### src/rtl/mips32_boot_loader.sv
// Boot loader: framed byte stream -> big-endian words in instruction memory.
// Core is held in reset until a full image with a matching XOR checksum lands.
module mips32_boot_loader #(
  parameter logic [31:0] BASE_ADDR      = 32'h0000_0000,
  parameter logic [7:0]  SYNC_BYTE      = 8'hA5,
  parameter int unsigned TIMEOUT_CYCLES = 1024
) (
  input  logic        clk,
  input  logic        reset,
  input  logic [7:0]  in_data,
  input  logic        in_valid,
  output logic        in_ready,
  input  logic        restart,
  output logic        imem_we,
  output logic [31:0] imem_addr,
  output logic [31:0] imem_wdata,
  output logic        cpu_reset,
  output logic        load_done,
  output logic        load_error,
  output logic [8:0]  word_count
);

  typedef enum logic [2:0] {
    S_IDLE, S_COUNT, S_DATA, S_CHECK, S_DONE, S_ERROR
  } state_t;

  state_t      state, state_d;
  logic [7:0]  chk;
  logic [1:0]  idx;
  logic [23:0] shreg;
  logic [8:0]  remain;
  logic [31:0] idle_cnt;
  logic        take, word_end, last_byte, tmo_on, tmo_hit;

  assign in_ready  = state inside {S_IDLE, S_COUNT, S_DATA, S_CHECK};
  assign take      = in_valid && in_ready && !restart;
  assign word_end  = take && (state == S_DATA) && (idx == 2'd3);
  assign last_byte = word_end && (remain == 9'd1);
  assign tmo_on    = (TIMEOUT_CYCLES != 0) &&
                     (state inside {S_COUNT, S_DATA, S_CHECK});
  assign tmo_hit   = tmo_on && !take &&
                     ((idle_cnt + 32'd1) == TIMEOUT_CYCLES);

  always_ff @(posedge clk or negedge reset) begin
    if (!reset) state <= S_IDLE;
    else        state <= state_d;
  end

  always_comb begin
    state_d = state;
    if (restart) begin
      state_d = S_IDLE;
    end else if (tmo_hit) begin
      state_d = S_ERROR;
    end else if (take) begin
      unique case (state)
        S_IDLE:  if (in_data == SYNC_BYTE) state_d = S_COUNT;
        S_COUNT: state_d = S_DATA;
        S_DATA:  if (last_byte) state_d = S_CHECK;
        S_CHECK: state_d = (in_data == chk) ? S_DONE : S_ERROR;
        default: state_d = state;
      endcase
    end
  end

  always_ff @(posedge clk or negedge reset) begin
    if (!reset) begin
      imem_we    <= 1'b0;
      imem_addr  <= BASE_ADDR;
      imem_wdata <= 32'h0;
      cpu_reset  <= 1'b1;
      load_done  <= 1'b0;
      load_error <= 1'b0;
      word_count <= 9'd0;
      chk        <= 8'h00;
      idx        <= 2'd0;
      shreg      <= 24'h0;
      remain     <= 9'd0;
      idle_cnt   <= 32'd0;
    end else begin
      imem_we <= 1'b0;
      // the write strobed last cycle retires here, even across restart
      if (imem_we) begin
        imem_addr  <= imem_addr + 32'd4;
        word_count <= word_count + 9'd1;
      end
      if (restart) begin
        cpu_reset  <= 1'b1;
        load_done  <= 1'b0;
        load_error <= 1'b0;
        word_count <= 9'd0;
        chk        <= 8'h00;
        idx        <= 2'd0;
        idle_cnt   <= 32'd0;
      end else begin
        if (!tmo_on || take) idle_cnt <= 32'd0;
        else                 idle_cnt <= idle_cnt + 32'd1;
        if (state_d == S_DONE && state != S_DONE) begin
          load_done <= 1'b1;
          cpu_reset <= 1'b0;
        end
        if (state_d == S_ERROR) load_error <= 1'b1;
        if (take && state == S_COUNT) begin
          remain     <= (in_data == 8'h00) ? 9'd256 : {1'b0, in_data};
          chk        <= 8'h00;
          idx        <= 2'd0;
          word_count <= 9'd0;
          imem_addr  <= BASE_ADDR;
        end
        if (take && state == S_DATA) begin
          chk   <= chk ^ in_data;
          idx   <= idx + 2'd1;
          shreg <= {shreg[15:0], in_data};
          if (word_end) begin
            imem_we    <= 1'b1;
            imem_wdata <= {shreg, in_data};
            remain     <= remain - 9'd1;
          end
        end
      end
    end
  end

endmodule

### config.mk
export PLATFORM = sky130hd
export DESIGN_NAME = mips32_boot_loader
export DESIGN_NICKNAME = d
export VERILOG_FILES = /design/src/rtl/mips32_boot_loader.sv
export SDC_FILE = /design/constraint.sdc
export NUM_CORES = 1
export LEC_CHECK = 0
export ABC_CLOCK_PERIOD_IN_PS = 5000
export BUFFER_PORTS_ARGS = -buffer_cell sky130_fd_sc_hd__buf_2
export CORE_MARGIN = 2
export CORE_UTILIZATION = 45
export CTS_BUF_LIST = sky130_fd_sc_hd__clkbuf_2 sky130_fd_sc_hd__clkbuf_4 sky130_fd_sc_hd__clkbuf_8
export CTS_CLUSTER_DIAMETER = 60
export DETAILED_ROUTE_END_ITERATION = 12
export GPL_TIMING_DRIVEN = 0
export PLACE_DENSITY_LB_ADDON = 0.25
export SYNTH_ARGS = -nofsm -noshare
export SYNTH_HDL_FRONTEND = slang
export SYNTH_SLANG_ARGS = --single-unit
### constraint.sdc
create_clock -name clk -period 5 [get_ports clk]
set_input_delay 0.5 -clock clk [delete_from_list [all_inputs] [get_ports clk]]
set_output_delay 0.5 -clock clk [all_outputs]
set_load 0.05 [all_outputs]
After elaboration in Yosys (flattened, before gate mapping)
Index checks and enable logic that the tools add are counted.
- register bits after elaboration: 155
- latch bits: 0
- memory bits (writable): 0
- memory bits (read-only): 0
- input port bits: 12
- output and inout bits: 78
- logic and storage cells: 88
- memories kept: 0
- add/sub/neg operators: 5
- $mul: 0
- div/mod/pow operators: 0
- magnitude comparators: 0
- equality and inequality tests: 11
- shifts and indexed selects: 0
- mux-type cells: 34
- bitwise gates (word level): 2
- reductions and logical operators: 23
- operators by type and width (cell ; number):
    2-to-1 mux 32 bit ; 5
    2-to-1 mux 9 bit ; 7
    adder 32 x 1 -> 32 bit (second input constant) ; 1
    adder 32 x 3 -> 32 bit (second input constant) ; 1
    equality test 32 x 11 -> 1 bit (second input constant) ; 1
    2-to-1 mux 8 bit ; 3
    2-to-1 mux 3 bit ; 5
    one-hot mux 3 bit (4 select lines) ; 1
    2-to-1 mux 1 bit ; 10
    adder 9 x 1 -> 9 bit (second input constant) ; 1
    equality test 9 x 1 -> 1 bit (second input constant) ; 1
    logical AND 1 bit ; 9
    nonzero test 3 bit ; 3
    subtractor 9 x 1 -> 9 bit (second input constant) ; 1
    equality test 8 bit ; 1
    equality test 8 bit (second input constant) ; 1
    zero test 8 bit ; 1
    XOR 8 bit ; 1
    equality test 3 x 2 -> 1 bit (second input constant) ; 2
    equality test 3 bit (second input constant) ; 2
    2-to-1 mux 2 bit ; 3
    nonzero test 2 bit ; 2
    nonzero test 4 bit ; 1
    equality test 3 x 1 -> 1 bit (second input constant) ; 1
    other kinds (9) ; 11

Longest topological paths before layout
- depth in word-level cells: 16
- gate-level depth with buffers: 9
- mapped depth without buffers: 8

Least setup slack after synthesis
No wires, ideal clock.
- path kind: register to register
- start point: reg idle_cnt[0]
- end point: reg state[1]
- setup time: 132 ps
- arrival: 2431 ps
- data required time: 4868 ps
- slack: 2437 ps
- stages on the path, launching flop included: 10
- buffers on the path: 1
- period minus slack after synthesis: 2563 ps
- cells stage by stage: dfrtp_1 ha_1 nand4_2 or4_1 clkbuf_2 o31ai_1 nand4_1 a2111oi_1 and3_1 a211oi_2
- cells in the longest elaborated chain, start to end: 5
- RTL lines (element ; line ; text):
    from (decl) ; 32 ; logic [31:0] idle_cnt;
    from (signal assigned) ; 97 ; else idle_cnt <= idle_cnt + 32'd1;
    adder 32 x 1 -> 32 bit ; 42 ; ((idle_cnt + 32'd1) == TIMEOUT_CYCLES);
    equality test 32 x 11 -> 1 bit ; 42 ;
    logical AND 1 bit ; 41 ; assign tmo_hit = tmo_on && !take &&
    2-to-1 mux 3 bit ; 53 ; end else if (tmo_hit) begin
    2-to-1 mux 3 bit ; 51 ; if (restart) begin
    net state_d[1] ; 27 ; state_t state, state_d;
    to (signal assigned) ; 46 ; else state <= state_d;
    to (decl) ; 27 ;
The timed path passes the listed nets, and every way through them passes these cells.
A chain may end at the register's enable or synchronous reset.

Worst setup path after layout
- start point: reg idle_cnt[0]
- end point: reg load_error
- cells in the longest elaborated chain, start to end: 7
- RTL lines (element ; line ; text):
    adder 32 x 1 -> 32 bit ; 42 ;
    equality test 32 x 11 -> 1 bit ; 42 ;
    logical AND 1 bit ; 41 ;
    2-to-1 mux 3 bit ; 53 ;
    2-to-1 mux 3 bit ; 51 ;
    equality test 3 bit ; 102 ; if (state_d == S_ERROR) load_error <= 1'b1;
    nonzero test 2 bit (no line) ; - ;
    to (signal assigned) ; 73 ; load_error <= 1'b0;
    to (signal assigned) ; 90 ; load_error <= 1'b0;
    to (signal assigned) ; 102 ;
    to (decl) ; 19 ; output logic load_error,
Every way passes these cells.

==> flow_summary.json <==
{
  "worst_slew_margin_rel": 0.264,
  "routedWlPerCell_um": 14.3,
  "synth.mux.area_fraction": 0.00544,
  "powerDensity_mw_per_mm2": 260,
  "final_antenna_net_count": 0,
  "timing.setup.critical_path_class": "flip-flop to flip-flop",
  "floorplan.die.height_um": 132,
  "final_worst_hold_slack_ns": 0.0379,
  "place.detailed.instances": 1108,
  "hold_viol": 0,
  "worst_min_delay_path_class": "primary input to asynchronous set/reset pin",
  "tritoncts": "yes",
  "n_diodes": 0,
  "first_global_vias": 5491,
  "r2r_end": "load_error",
  "layout_min_cycle_time_ns": 3.30,
  "design.die.area_mm2": 0.0174,
  "drv.max_cap_violation_count": 0,
  "mostFrequentLayoutCell": "nand2_1",
  "drt_iter0_markers": 419,
  "row_count": 46,
  "minimum_setup_slack_among_reg_to_reg_paths_ns": 1.70,
  "run_status": "finished, final reports clean",
  "final_layout_size_suffix_gt1_frac": 0.155,
  "grt_usage": 0.194,
  "finalWorstSetupSlack_ns": 1.70,
  "setup.worst_path.end_class": "flip-flop",
  "dr.pass1.iters": 5,
  "cts.reportedPaths.clkPinSlew_ns": 0.08,
  "final_cell_count_no_fill": 1139,
  "layout.area.seq_mm2": 0.00383,
  "worstReg2RegStart": "idle_cnt[0]",
  "postSynthRegisterBits": 153,
  "cts_repair_resize_count": 0,
  "cts_sinks": 153,
  "synth_compound_gate_area_share": 0.0683,
  "final_min_period_over_clock_period": 0.659,
  "cp-endpoint": "load_error",
  "ios": 90,
  "multi_input_combinational_cell_area_mm2": 0.00332,
  "tritoncts.num_buffers": 17,
  "number_of_warnings_reported_in_the_yosys_synthesis_log": 0,
  "critical_path_peak_fanout": 10,
  "totalPowerFinal_mw": 2.20,
  "synth-async-reset-ratio": 1.00,
  "setup-violations-final": 0,
  "chipWidth_um": 132,
  "htree_levels": 4,
  "max_clk_rate_mhz": 303,
  "placement.cell_area_mm2": 0.00811,
  "final_core_density": 0.531,
  "drc": 0,
  "dp_worst_setup_slack_ns": 1.74,
  "synth_edf_count": 0,
  "syn_area_per_cell_um2": 9.17,
  "critPathLaunch": "idle_cnt[0]",
  "timing.setup.tns_ns": 0,
  "final_nets": 929,
  "number_of_antenna_violations_at_the_first_check_in_global_routing": 0,
  "num-fill-cells": 1461,
  "ir_drop_mv": 0.155,
  "ff2ff_path_depth": 8,
  "synth-simple-area-share": 0.282,
  "post_synth_num_cell_types": 66,
  "initial_util": 0.462,
  "synth-seq-area-share": 0.520,
  "rsz0062_at_grt": "false",
  "design_area_mm2": 0.00846,
  "clockRootBuffer": "clkbuf_8",
  "grt_total_ovfl": 0,
  "place_congestion": 0.835,
  "num_vias": 5955,
  "final-max-slew-violation-count": 0,
  "pin_count_of_the_biggest_net_entering_global_routing": 90,
  "placement.io_buffers": 87,
  "ctsHoldBuffers": 0,
  "clock_insertion_delay_worst_skew_ns": 0.46,
  "area_growth_pct": 15.0,
  "core_area_mm2": 0.0159,
  "synthFlopType": "dfrtp_1",
  "worstSetupStartpointType": "flip-flop",
  "post_cts.repair.setup_buffers": 0,
  "detailed_route_wire_length_um": 16300,
  "synth_fa_ha_area_frac": 0.0102,
  "worst_ep_arrival_time_ns": 3.66,
  "cts_buffer_depth": 2,
  "post_synth_instance_area_mm2": 0.00736,
  "synth_top_family_by_area": "simple AND/OR/NAND/NOR gates",
  "synth_xor_area_frac": 0.0833,
  "static-leakage-power_nw": 3.92,
  "mostFrequentLayoutCells": "nand2_1 (202), dfrtp_1 (152), buf_2 (91)",
  "dpl.hpwl_um": 11300,
  "timing.clock.skew_ns": 0.0102,
  "wire_length_of_the_first_global_routing_pass_um": 27400,
  "worstMarginPinSlew_ns": 1.09,
  "post_drt_via_cell_ratio": 5.23,
  "crit_required_ns": 5.37,
  "synthCells": 803
}
==> flip-flops by register name (all words and copies together), names as in the netlist <==
name and flops:
shreg 24, state 3, idx 2, word_count 9, load_error 1, remain 9, load_done 1, imem_we 1
idle_cnt 32, cpu_reset 1, imem_addr 30, chk 8, imem_wdata 32
==> cell families after synthesis <==
family / after synthesis
adders and majority gates: 6
AOI/OAI and AO/OA: 78
and+or+nand+nor: 437
xor gates and xnor gates: 70
other: 1
muxes: 4
DFF: 153
buffers and inverters: 54
==> metal layers <==
metal,up-vias,track usage,wire [um]
met5,-,0,0
met4,0,0.0640,192
met3,15,0.0404,877
met2,171,0.286,7000
met1,2829,0.285,8180
li1,2940,-,-
==> critical path: stages, from the launching register on <==
cell and delay (ns):
dfrtp_1 0.40, ha_1 0.30, nand4_2 0.31, or4b_1 0.61
nor4_1 0.32, o211ai_1 0.14, a2111oi_0 0.67, nand4b_1 0.30
o21ai_0 0.16
==> final cells by class <==
class | count | share of cell area
Buffer | 42 | 0.0207
Clock buffer | 20 | 0.0310
Clock inverter | 11 | 0.0114
Inverter | 12 | 0.00532
Multi-Input combinational cell | 597 | 0.392
Sequential cell | 153 | 0.452
Tap cell | 216 | 0.0319
Timing Repair Buffer | 88 | 0.0554
==> worst min path at each step <==
stage | from | end | slack (ns)
final | reset | word_count[4] | 0.04
after global routing | reset | word_count[2] | 0.07
after CTS | reset | imem_addr[23] | 0.04
after detailed placement | shreg[23] | imem_wdata[31] | 0.46
after global placement | shreg[19] | imem_wdata[27] | 0.45
after floorplan | reset | chk[0] | 0.20
==> Yosys cell counts (all sizes together), types with 4 or more instances <==
cell    number  area (um2)
buf         10        51.3
nand2      202         758
inv         12        45.0
xor2        38         333
and2         4        25.0
nor2        83         312
or4          7        52.6
a21oi       11        55.1
and3        17         106
clkbuf      32         124
ha           6        75.1
o31ai        5        37.5
nor3b        5        42.5
nor3        16        80.1
o21ai       33         165
nor2b        4        25.0
nor4        11        75.1
mux2i        4        40.0
or3          7        43.8
dfrtp      152        3800
nand3       24         120
xnor2       32         280
nand4       33         240
and4         7        62.6
==> report_power, final <==
part           switching, mW  leakage (nW)  internal, mW
logic                 0.0606          1.77        0.0188
registers            0.00479          1.96          1.24
clock network          0.463         0.186         0.413
total                  0.529          3.92          1.67
Power figures use the tool's default switching activity.
